===== config.mk =====
export PLATFORM = sky130hd
export DESIGN_NAME = i2s_rx
export DESIGN_NICKNAME = d
export VERILOG_FILES = /design/src/rtl/audio_pkg.sv /design/src/rtl/i2s_rx_sync_edge.sv /design/src/rtl/i2s_rx.sv
export SDC_FILE = /design/constraint.sdc
export NUM_CORES = 1
export LEC_CHECK = 0
export CORE_ASPECT_RATIO = 0.8
export CORE_MARGIN = 3
export CORE_UTILIZATION = 55
export CTS_CLUSTER_DIAMETER = 50
export DETAILED_ROUTE_END_ITERATION = 12
export PLACE_DENSITY = 0.78
export SLEW_MARGIN = 30
export SYNTH_ARGS = -nofsm -noshare
export SYNTH_HDL_FRONTEND = slang
export SYNTH_SLANG_ARGS = --single-unit

===== constraint.sdc =====
create_clock -name clk -period 2.7 [get_ports clk]
set_input_delay 0.675 -clock clk [delete_from_list [all_inputs] [get_ports clk]]
set_output_delay 0.675 -clock clk [all_outputs]
set_load 0.01 [all_outputs]

===== src/rtl/audio_pkg.sv =====
// Shared constants and state encoding for the codec audio receive path.
package audio_pkg;

  localparam int unsigned DATA_WIDTH_DEF  = 24;
  localparam int unsigned SLOT_BITS_DEF   = 32;
  localparam int unsigned SYNC_STAGES_DEF = 2;

  typedef enum logic [1:0] {
    HUNT  = 2'd0,
    SHIFT = 2'd1,
    PAD   = 2'd2
  } rx_state_e;

  localparam logic CH_L = 1'b0;
  localparam logic CH_R = 1'b1;

endpackage


===== src/rtl/i2s_rx_sync_edge.sv =====
// Multi-flop synchronizer with an optional registered rising-edge strobe.
// Every instance has the same total depth, so the bclk, lrclk and sdata paths stay aligned.
module sync_edge #(
  parameter int unsigned STAGES  = 2,
  parameter bit          EDGE_EN = 1'b1
) (
  input  logic clk,
  input  logic rst,
  input  logic d_i,
  output logic q_o,
  output logic rise_o
);

  logic [STAGES-1:0] r_sync;
  logic              r_q;
  logic              r_rise;

  always_ff @(posedge clk) begin
    if (rst) begin
      r_sync <= '0;
      r_q    <= 1'b0;
      r_rise <= 1'b0;
    end else begin
      r_sync[0] <= d_i;
      for (int unsigned i = 1; i < STAGES; i++) begin
        r_sync[i] <= r_sync[i-1];
      end
      r_q    <= r_sync[STAGES-1];
      r_rise <= EDGE_EN && r_sync[STAGES-1] && !r_q;
    end
  end

  assign q_o    = r_q;
  assign rise_o = r_rise;

endmodule


===== src/rtl/i2s_rx.sv =====
// I2S slave-side receiver: observes BCLK/LRCLK driven by the transmit controller and
// deserializes MSB-first left/right words into a parallel stereo frame with a valid strobe.
module i2s_rx
  import audio_pkg::*;
#(
  parameter int unsigned DATA_WIDTH  = DATA_WIDTH_DEF,
  parameter int unsigned SLOT_BITS   = SLOT_BITS_DEF,
  parameter int unsigned SYNC_STAGES = SYNC_STAGES_DEF
) (
  input  logic                  clk,
  input  logic                  rst,
  input  logic                  en_i,
  input  logic                  bclk_i,
  input  logic                  lrclk_i,
  input  logic                  sdata_i,
  output logic [DATA_WIDTH-1:0] d_l_o,
  output logic [DATA_WIDTH-1:0] d_r_o,
  output logic                  valid_o,
  output logic                  locked_o,
  output logic                  sync_err_o
);

  localparam int unsigned SLOT_CNT_W = $clog2(SLOT_BITS + 2);
  localparam int unsigned BIT_CNT_W  = $clog2(DATA_WIDTH + 1);

  rx_state_e               r_state;
  logic                    r_ch;
  logic [BIT_CNT_W-1:0]    r_bit_cnt;
  logic [SLOT_CNT_W-1:0]   r_slot_cnt;
  logic [DATA_WIDTH-2:0]   r_shift;
  logic [DATA_WIDTH-1:0]   r_hold_l;
  logic                    r_left_seen;
  logic                    r_lr_prev;
  logic                    r_lr_vld;

  logic                    w_bit_evt;
  logic                    w_lr;
  logic                    w_sd;
  logic                    w_bclk_q_unused;
  logic                    w_lr_rise_unused;
  logic                    w_sd_rise_unused;
  logic                    w_lr_chg;
  logic                    w_last_bit;
  logic [DATA_WIDTH-1:0]   w_word;
  logic [SLOT_CNT_W-1:0]   w_slot_inc;

  sync_edge #(.STAGES(SYNC_STAGES), .EDGE_EN(1'b1)) u_sync_bclk (
    .clk    (clk),
    .rst    (rst),
    .d_i    (bclk_i),
    .q_o    (w_bclk_q_unused),
    .rise_o (w_bit_evt)
  );

  sync_edge #(.STAGES(SYNC_STAGES), .EDGE_EN(1'b0)) u_sync_lrclk (
    .clk    (clk),
    .rst    (rst),
    .d_i    (lrclk_i),
    .q_o    (w_lr),
    .rise_o (w_lr_rise_unused)
  );

  sync_edge #(.STAGES(SYNC_STAGES), .EDGE_EN(1'b0)) u_sync_sdata (
    .clk    (clk),
    .rst    (rst),
    .d_i    (sdata_i),
    .q_o    (w_sd),
    .rise_o (w_sd_rise_unused)
  );

  // No LR change can be declared until one lrclk sample exists after reset.
  assign w_lr_chg   = r_lr_vld && (w_lr != r_lr_prev);
  assign w_last_bit = (r_bit_cnt == BIT_CNT_W'(DATA_WIDTH - 1));
  assign w_word     = {r_shift, w_sd};
  assign w_slot_inc = (r_slot_cnt == {SLOT_CNT_W{1'b1}}) ? r_slot_cnt
                                                         : r_slot_cnt + SLOT_CNT_W'(1);

  always_ff @(posedge clk) begin
    if (rst) begin
      r_state     <= HUNT;
      r_ch        <= CH_L;
      r_bit_cnt   <= '0;
      r_slot_cnt  <= '0;
      r_shift     <= '0;
      r_hold_l    <= '0;
      r_left_seen <= 1'b0;
      r_lr_prev   <= 1'b0;
      r_lr_vld    <= 1'b0;
      d_l_o       <= '0;
      d_r_o       <= '0;
      valid_o     <= 1'b0;
      locked_o    <= 1'b0;
      sync_err_o  <= 1'b0;
    end else begin
      valid_o    <= 1'b0;
      sync_err_o <= 1'b0;
      if (w_bit_evt) begin
        r_lr_prev <= w_lr;
        r_lr_vld  <= 1'b1;
      end
      if (!en_i) begin
        r_state     <= HUNT;
        r_left_seen <= 1'b0;
        locked_o    <= 1'b0;
      end else if (w_bit_evt) begin
        case (r_state)
          HUNT: begin
            if (w_lr_chg) begin
              r_ch       <= w_lr;
              r_bit_cnt  <= '0;
              r_slot_cnt <= SLOT_CNT_W'(1);
              r_state    <= SHIFT;
            end
          end
          SHIFT: begin
            // A commit coinciding with an LR change only exists when the word fills the slot.
            if (w_last_bit && (!w_lr_chg || DATA_WIDTH == SLOT_BITS)) begin
              if (r_ch == CH_L) begin
                r_hold_l    <= w_word;
                r_left_seen <= 1'b1;
              end else if (r_left_seen) begin
                d_l_o       <= r_hold_l;
                d_r_o       <= w_word;
                valid_o     <= 1'b1;
                locked_o    <= 1'b1;
                r_left_seen <= 1'b0;
              end
              r_slot_cnt <= w_slot_inc;
              r_state    <= PAD;
              if (w_lr_chg) begin
                r_ch       <= w_lr;
                r_bit_cnt  <= '0;
                r_slot_cnt <= SLOT_CNT_W'(1);
                r_state    <= SHIFT;
              end
            end else if (w_lr_chg) begin
              sync_err_o  <= 1'b1;
              r_left_seen <= 1'b0;
              r_ch        <= w_lr;
              r_bit_cnt   <= '0;
              r_slot_cnt  <= SLOT_CNT_W'(1);
              r_state     <= SHIFT;
            end else begin
              r_shift    <= w_word[DATA_WIDTH-2:0];
              r_bit_cnt  <= r_bit_cnt + BIT_CNT_W'(1);
              r_slot_cnt <= w_slot_inc;
            end
          end
          PAD: begin
            if (w_lr_chg) begin
              r_ch       <= w_lr;
              r_bit_cnt  <= '0;
              r_slot_cnt <= SLOT_CNT_W'(1);
              r_state    <= SHIFT;
            end else begin
              r_slot_cnt <= w_slot_inc;
              if (w_slot_inc > SLOT_CNT_W'(SLOT_BITS)) begin
                sync_err_o  <= 1'b1;
                locked_o    <= 1'b0;
                r_left_seen <= 1'b0;
                r_state     <= HUNT;
              end
            end
          end
          default: r_state <= HUNT;
        endcase
      end
    end
  end

endmodule


==> metrics.log, run 1 <==
INFO  metric status = finished clean
INFO  metric critPathMaxFanout = 49
INFO  metric final.fill_count = approximately 680
INFO  metric avgViaCountPerCell = between 5 and 6
INFO  metric dr.pass1.iters = 5
INFO  metric clock_transition_at_path_regs = about 60 ps
INFO  metric cts_htree_levels = 4
INFO  metric p_int = approximately 3200 uW
INFO  metric die-height = between 90 and 100 um
INFO  metric grt_max_degree = between 80 and 90
INFO  metric post-route-drc-count = 0
INFO  metric clock_power_share = a little over half
INFO  metric syn-cell-area = slightly below 5000 um^2
INFO  metric slew_viol_final = 0
INFO  metric die-width = 112 um
INFO  metric globalRoute.totalOverflow = 0
INFO  metric postSynthNetCount = 619
INFO  metric portion_of_the_clock_cycle_consumed_by_the_worst_path_in_the_final_layout = around 84%
INFO  metric synth.distinct_cells = 48
INFO  metric clockBufferDepth = 2
INFO  metric avgRoutedWirePerCell = around 14 um
INFO  metric worstHoldPathType = reg2reg
INFO  metric power_density = between 600 and 700 nW/um^2
INFO  metric yosys-top-cells-area = sky130_fd_sc_hd__dfxtp_1, sky130_fd_sc_hd__nand2_1, sky130_fd_sc_hd__a21oi_1, sky130_fd_sc_hd__clkbuf_1, sky130_fd_sc_hd__ha_1
INFO  metric final_antenna_net_count = 0
INFO  metric drt-total-wl = about 11 mm
INFO  metric clkLatencyLatePin = ~510 ps
INFO  metric grt_first_pass_wirelength = between 15 and 20 mm
INFO  metric net_count_reported_at_finish = about 660
INFO  metric syn_inst = slightly above 600
INFO  metric portBuffers = 56
INFO  metric worst_hold_path.num_cells = 1
INFO  metric yosysSeqAreaShare = between 50% and 60%
INFO  metric worstSetupStartpointType = register
INFO  metric critPathCaptureType = register
INFO  metric groute.usage.overall = between 20% and 30%
INFO  metric crit_path_start = r_bit_cnt[0]
INFO  metric vias_after_detailed_routing = roughly 4300
INFO  metric holdCritStartpoint = u_sync_bclk.q_o
INFO  metric rows = 30
INFO  metric master_cell_of_the_clock_root_buffer = sky130_fd_sc_hd__clkbuf_8
INFO  metric starting_utilization_of_the_core_area = 57.2%
INFO  metric sequential_fraction_of_design_power = 45.1%
INFO  metric fmax = approximately 0.44 GHz
INFO  metric final_layout_size_suffix_gt1_share = between 7 and 8%
INFO  metric hold_path_end = u_sync_bclk.rise_o
INFO  metric clock_sinks = 125
INFO  metric globalplace.congestion = slightly above 0.8
INFO  metric flow.area_growth_from_synthesis = 23.3%
INFO  metric route.met2.wl = approximately 5.3 mm
INFO  metric routed_met1_length = roughly 4.9 mm
INFO  metric floorplan.io_pins = 57
INFO  metric p_sw_share = 21.5%
INFO  metric power.net_switching = 883 uW
INFO  metric synth_async_sr_flop_share = 0%
INFO  metric rsz0062_at_grt = no
INFO  metric max-vdd-ir-drop = ~0.45 mV
INFO  metric share_comb_of_total_power = under 10%
INFO  metric synth_warnings = 0
INFO  metric synth-seq-cells = 125
INFO  metric whs = 383 ps
INFO  metric top_sig_layer = met4
INFO  metric tritoncts = yes
INFO  metric timing.max_slew.rel_slack = roughly half
INFO  metric routed_wire_length_on_met3 = between 600 and 700 um
INFO  metric synth_top_cell_by_area = sky130_fd_sc_hd__dfxtp_1
INFO  metric worst_clock_skew = 6.58 ps
INFO  metric postCtsSetupRepairBufs = 0
INFO  metric data_arrival_time_of_the_critical_path = around 2600 ps
INFO  metric post-dp-hpwl = just under 7 mm
INFO  metric timing.final.crit_period = between 2000 and 2500 ps
INFO  metric cts.repair.resized = 0
INFO  metric synth.top_cell.area_share = a little over 50%
INFO  metric leakagePower = 0.00200 uW
INFO  metric grt_antenna_before_repair = 0
INFO  metric timing.rr.start = r_bit_cnt[0]
INFO  metric hold_fails_final_rpt = 0
INFO  metric diodes = 0
INFO  metric rrSetupSlack = around 440 ps
INFO  metric core-area = 8560 um^2
INFO  metric postSynthAreaPerCell = roughly 8 um^2
INFO  metric r2r_worst_path_depth = 7
INFO  metric criticalPathCategory = reg2reg
INFO  metric setup_total_negative_slack = 0 ps
INFO  metric die_area = around 10000 um^2
INFO  metric max-cap-violations = 0
INFO  metric number_of_global_route_vias_before_repair = 3937
INFO  metric r2r_end = d_l_o[13]
INFO  metric synthFlopType = sky130_fd_sc_hd__dfxtp_1
INFO  metric max_slew.worst_pin.slew = 744 ps
INFO  metric setup_violations = 0
INFO  metric synth_edf_count = 0
INFO  metric cts.hold.buffers_added = 0
INFO  metric cts_inserted_buffers = 17
INFO  metric critical_path_required = approximately 3100 ps
INFO  metric initialDrtViolationCount = 298
==> layout make-up <==
class / instances / area, um^2 / share of cell area (%)
repair buffers: 64 / 643 / 10.7
inverters: 5 / 18.8 / 0.311
multi-input cells: 431 / 2150 / 35.7
clock inverters: 13 / 139 / 2.30
flip-flops and latches: 125 / 2500 / 41.4
clock buffers: 19 / 442 / 7.31
well taps: 112 / 140 / 2.32
==> kinds of logic after synthesis <==
kind of cell             count (synthesis)  share of synthesized area (%)
adder cells (fa/ha/maj)                  6                           1.53
AO/OA/AOI/OAI                          146                           17.1
multiplexers                             4                          0.869
XOR/XNOR                                 1                          0.332
buffers and inverters                   51                           5.03
AND/OR/NAND/NOR                        274                           24.0
flip-flops                             125                           51.1
==> worst max-delay path: stages, from the launching register on <==
cell                      delay [ps]
sky130_fd_sc_hd__dfxtp_1         380
sky130_fd_sc_hd__ha_1            240
sky130_fd_sc_hd__and4b_1         430
sky130_fd_sc_hd__nand3_1         200
sky130_fd_sc_hd__or3_1           330
sky130_fd_sc_hd__buf_4           280
sky130_fd_sc_hd__nand2_1         140
sky130_fd_sc_hd__a21oi_1          80
==> cell usage in the layout, fill, tap and decap left out, types with 3 or more instances in the layout <==
| cell | instances |
|---|---|
| sky130_fd_sc_hd__inv_1 | 5 |
| sky130_fd_sc_hd__nor2b_1 | 10 |
| sky130_fd_sc_hd__buf_4 | 7 |
| sky130_fd_sc_hd__dfxtp_1 | 125 |
| sky130_fd_sc_hd__inv_6 | 3 |
| sky130_fd_sc_hd__nand3_1 | 11 |
| sky130_fd_sc_hd__nand2_1 | 202 |
| sky130_fd_sc_hd__o21ai_0 | 9 |
| sky130_fd_sc_hd__a31oi_1 | 3 |
| sky130_fd_sc_hd__clkbuf_16 | 16 |
| sky130_fd_sc_hd__o211ai_1 | 3 |
| sky130_fd_sc_hd__nand4_1 | 3 |
| sky130_fd_sc_hd__nand2b_1 | 5 |
| sky130_fd_sc_hd__clkinv_2 | 4 |
| sky130_fd_sc_hd__clkbuf_8 | 3 |
| sky130_fd_sc_hd__a211oi_1 | 4 |
| sky130_fd_sc_hd__ha_1 | 6 |
| sky130_fd_sc_hd__clkdlybuf4s50_1 | 55 |
| sky130_fd_sc_hd__and3_1 | 4 |
| sky130_fd_sc_hd__nor2_1 | 17 |
| sky130_fd_sc_hd__nor3_1 | 7 |
| sky130_fd_sc_hd__or3_1 | 3 |
| sky130_fd_sc_hd__a21oi_1 | 108 |
==> per-layer routing <==
| metal | GRT usage (%) | up-vias |
|---|---|---|
| met4 | 7.90 | 0 |
| met5 | 0 | - |
| li1 | - | 2108 |
| met1 | 27.6 | 2046 |
| met2 | 36.2 | 145 |
| met3 | 6.70 | 14 |
==> stage by stage <==
stage | util, % | area, um^2 | cells | setup WS [ps] | power [uW]
2_1_floorplan | - | 4900 | 607 | 682 | 1930
3_3_place_gp | 63.8 | 5460 | 737 | 221 | 1950
3_5_place_dp | 63.8 | 5460 | 737 | 163 | 1950
4_1_cts | 70.6 | 6040 | 769 | 460 | 4140
5_1_grt | 70.6 | 6040 | 769 | 323 | 4220
6_report | 70.6 | 6040 | 769 | 439 | 4120
==> worst max-delay path by stage <==
stage | cells past startpoint | end | slack [ps]
after floorplan | 9 | r_hold_l[10] | 680
after global placement | 5 | r_shift[0] | 220
after detailed placement | 5 | r_shift[20] | 160
after CTS | 7 | d_l_o[13] | 460
after global routing | 7 | d_l_o[11] | 320
final | 7 | d_l_o[13] | 440
==> state kept, by name (all words and copies together), names as in the netlist <==
register,count
d_l_o,24
d_r_o,24
locked_o,1
r_bit_cnt,5
r_ch,1
r_hold_l,24
r_left_seen,1
r_lr_prev,1
r_lr_vld,1
r_shift,23
r_slot_cnt,6
r_state,2
sync_err_o,1
u_sync_bclk.q_o,1
u_sync_bclk.r_sync,2
u_sync_bclk.rise_o,1
u_sync_lrclk.q_o,1
u_sync_lrclk.r_sync,2
u_sync_sdata.q_o,1
u_sync_sdata.r_sync,2
valid_o,1
==> synthesized netlist by cell type (all sizes together), types with 2 or more instances <==
master   number
a2111oi       2
a211oi        4
a21o          2
a21oi       108
a221oi        2
a22oi         2
a311oi        2
a31oi         3
a41oi         2
and3          4
buf          18
clkbuf       28
dfxtp       125
ha            6
inv           5
mux2          2
mux2i         2
nand2       202
nand2b        5
nand3        11
nand4         3
nor2         17
nor2b        10
nor3          9
o211ai        3
o21ai         9
or2           2
or3           3
==> power by group through the flow <==
stage / combinational (uW) / sequential (uW) / clock [uW]
floorplan: 36.6 / 1890 / 0
global placement: 50.3 / 1900 / 0
detailed placement: 51.1 / 1900 / 0
CTS: 51.0 / 1860 / 2230
global route: 56.5 / 1860 / 2310
finish: 51.3 / 1860 / 2210
Power figures use the tool's default switching activity.
==> run 2, diff against run 1 <==
Clock period 2.7 ns to 2.35 ns, I/O delays scaled along.
==> metrics.log, run 2 (synthesis results as in run 1) <==
INFO  metric timing.rr.start = r_slot_cnt[0]
INFO  metric worstSetupStartpointType = register
INFO  metric fmax = 0.464 GHz (+4.9%)
INFO  metric worst_clock_skew = 8.11 ps (+1.54 ps)
INFO  metric rrSetupSlack = 200 ps (-240 ps)
INFO  metric globalplace.congestion = 0.819 (-0.43%)
INFO  metric max_slew.worst_pin.slew = 524 ps (-220 ps)
INFO  metric die-height = 90.4 um (unchanged)
INFO  metric critPathCaptureType = register
INFO  metric floorplan.io_pins = 57 (unchanged)
INFO  metric leakagePower = 0.00206 uW (+2.9%)
INFO  metric timing.max_slew.rel_slack = 65.1% (+15 points)
INFO  metric slew_viol_final = 0 (unchanged)
INFO  metric clock_sinks = 125 (unchanged)
INFO  metric groute.usage.overall = 21.9% (-0.15 points)
INFO  metric final_layout_size_suffix_gt1_share = 8.31% (+0.55 points)
INFO  metric p_total = 4970 uW (+21%)
INFO  metric portion_of_the_clock_cycle_consumed_by_the_worst_path_in_the_final_layout = 91.7% (+8.0 points)
INFO  metric hold_path_end = u_sync_bclk.rise_o
INFO  metric hold_fails_final_rpt = 0 (unchanged)
INFO  metric cts_htree_levels = 4 (unchanged)
INFO  metric diodes = 0 (unchanged)
INFO  metric worst_hold_path.num_cells = 1 (unchanged)
INFO  metric cts.repair.resized = 0 (unchanged)
INFO  metric clock_transition_at_path_regs = 60 ps (about the same)
INFO  metric reg_top3 = d_l_o: 24 flops, d_r_o: 24 flops, r_hold_l: 24 flops
INFO  metric clkLatencyLatePin = 500 ps (about the same)
INFO  metric final_antenna_net_count = 0 (unchanged)
INFO  metric grt_max_degree = 120 (+40%)
INFO  metric die_area = 10100 um^2 (unchanged)
INFO  metric criticalPathCategory = reg2reg
INFO  metric power_density = 806 nW/um^2 (+18%)
INFO  metric final_common_cell = sky130_fd_sc_hd__nand2_1
INFO  metric flow.area_growth_from_synthesis = 25.9%
INFO  metric avgRoutedWirePerCell = 14.2 um (-0.94%)
INFO  metric post-route-drc-count = 0 (unchanged)
INFO  metric net_count_reported_at_finish = 661 (+0.76%)
INFO  metric tritoncts = yes
INFO  metric worstHoldPathType = reg2reg
INFO  metric grt_antenna_before_repair = 0 (unchanged)
INFO  metric initialDrtViolationCount = 349 (+17%)
INFO  metric number_of_global_route_vias_before_repair = 3977 (+1.0%)
INFO  metric max-vdd-ir-drop = 0.591 mV (+31%)
INFO  metric r2r_end = r_state[1]
INFO  metric critPathMaxFanout = 9 (-82%)
INFO  metric postCtsSetupRepairBufs = 0 (unchanged)
INFO  metric sequential_cell_area = 2500 um^2 (unchanged)
INFO  metric status = finished clean
INFO  metric rsz0062_at_grt = no
INFO  metric globalRoute.totalOverflow = 0 (unchanged)
INFO  metric setup_total_negative_slack = 0 ps (unchanged)
INFO  metric layout_common_cells = sky130_fd_sc_hd__nand2_1, sky130_fd_sc_hd__dfxtp_1, sky130_fd_sc_hd__a21oi_1
INFO  metric holdCritStartpoint = u_sync_bclk.q_o
INFO  metric rows = 30 (unchanged)
INFO  metric dr.pass1.iters = 5 (unchanged)
INFO  metric instances_no_fill = 774 (+0.65%)
INFO  metric cts.hold.buffers_added = 0 (unchanged)
INFO  metric clockBufferDepth = 2 (unchanged)
INFO  metric drt-total-wl = 11.0 mm (-0.30%)
INFO  metric multi_input_comb_area = 2150 um^2 (unchanged)
INFO  metric critical_path_required = 2740 ps (-340 ps)
INFO  metric core-area = 8560 um^2 (unchanged)
INFO  metric post-place-cells = 742 (+0.68%)
INFO  metric r2r_worst_path_depth = 6 (-1)
INFO  metric data_arrival_time_of_the_critical_path = 2540 ps (-100 ps)
INFO  metric die-width = 112 um (unchanged)
INFO  metric avgViaCountPerCell = 5.53 (-1.5%)
INFO  metric post-dp-hpwl = 6.60 mm (-3.1%)
INFO  metric setup_violations = 0 (unchanged)
INFO  metric final.fill_count = 629 (-7.4%)
INFO  metric timing.final.crit_period = 2150 ps (-106 ps)
INFO  metric master_cell_of_the_clock_root_buffer = sky130_fd_sc_hd__clkbuf_8
INFO  metric starting_utilization_of_the_core_area = 57.2% (unchanged)
INFO  metric fin_util = 72.0% (+1.5 points)
INFO  metric portBuffers = 56 (unchanged)
INFO  metric cts_inserted_buffers = 17 (unchanged)
INFO  metric vias_after_detailed_routing = 4277 (-0.83%)
INFO  metric grt_first_pass_wirelength = 18.4 mm (+0.91%)
INFO  metric max-cap-violations = 0 (unchanged)
[run 2: cell count changes in the layout (fill, tap and decap cells not counted), sizes merged]
cell / change
clkinv: -1
buf: +5
clkbuf: -1
bufinv: +3
inv: -1
[run 2: critical path: stages, from the launching register on]
cell	delay, ps
sky130_fd_sc_hd__dfxtp_1	430
sky130_fd_sc_hd__ha_1	370
sky130_fd_sc_hd__nor2_1	70
sky130_fd_sc_hd__mux2_2	290
sky130_fd_sc_hd__a311o_1	350
sky130_fd_sc_hd__o211ai_1	170
sky130_fd_sc_hd__mux2_2	370
[run 2: how the worst max path moves through the flow]
stage             startpoint           end  slack [ps]  cells past startpoint
2_1_floorplan     r_state[1]  r_hold_l[10]         330                      9
3_3_place_gp            en_i  r_hold_l[16]         100                      6
3_5_place_dp            en_i   r_hold_l[9]          50                      6
4_1_cts        r_slot_cnt[1]    r_state[1]         210                      6
5_1_grt        r_slot_cnt[1]    r_state[1]         120                      6
6_report       r_slot_cnt[0]    r_state[1]         200                      6
[run 2: cell type report]
class / instances / share of cell area [%]
clock buffers: 18 / 6.78
repair buffers: 69 / 11.6
multi-input cells: 431 / 34.9
clock inverters: 14 / 3.49
flip-flops and latches: 125 / 40.6
inverters: 5 / 0.304
well taps: 112 / 2.27
[run 2: power breakdown]
group	switching, uW	internal, uW	leakage (uW)
sequential	4.86	2130	0.00101
combinational	41.1	18.5	0.000742
clock	944	1830	0.000306
[run 2: layer usage]
| layer | global-route usage, % | wire length, um |
|---|---|---|
| met5 | 0 | 0 |
| met2 | 35.0 | 5280 |
| met3 | 5.76 | 610 |
| met4 | 7.90 | 139 |
| met1 | 28.7 | 4990 |
[run 2: through the flow]
step	hold slack [ps]	area [um^2]	worst slack, ps
after floorplan	367	4900	332
after global placement	371	5530	95.7
after detailed placement	381	5530	46.9
after CTS	389	6170	208
after global routing	408	6170	117
final	387	6170	195
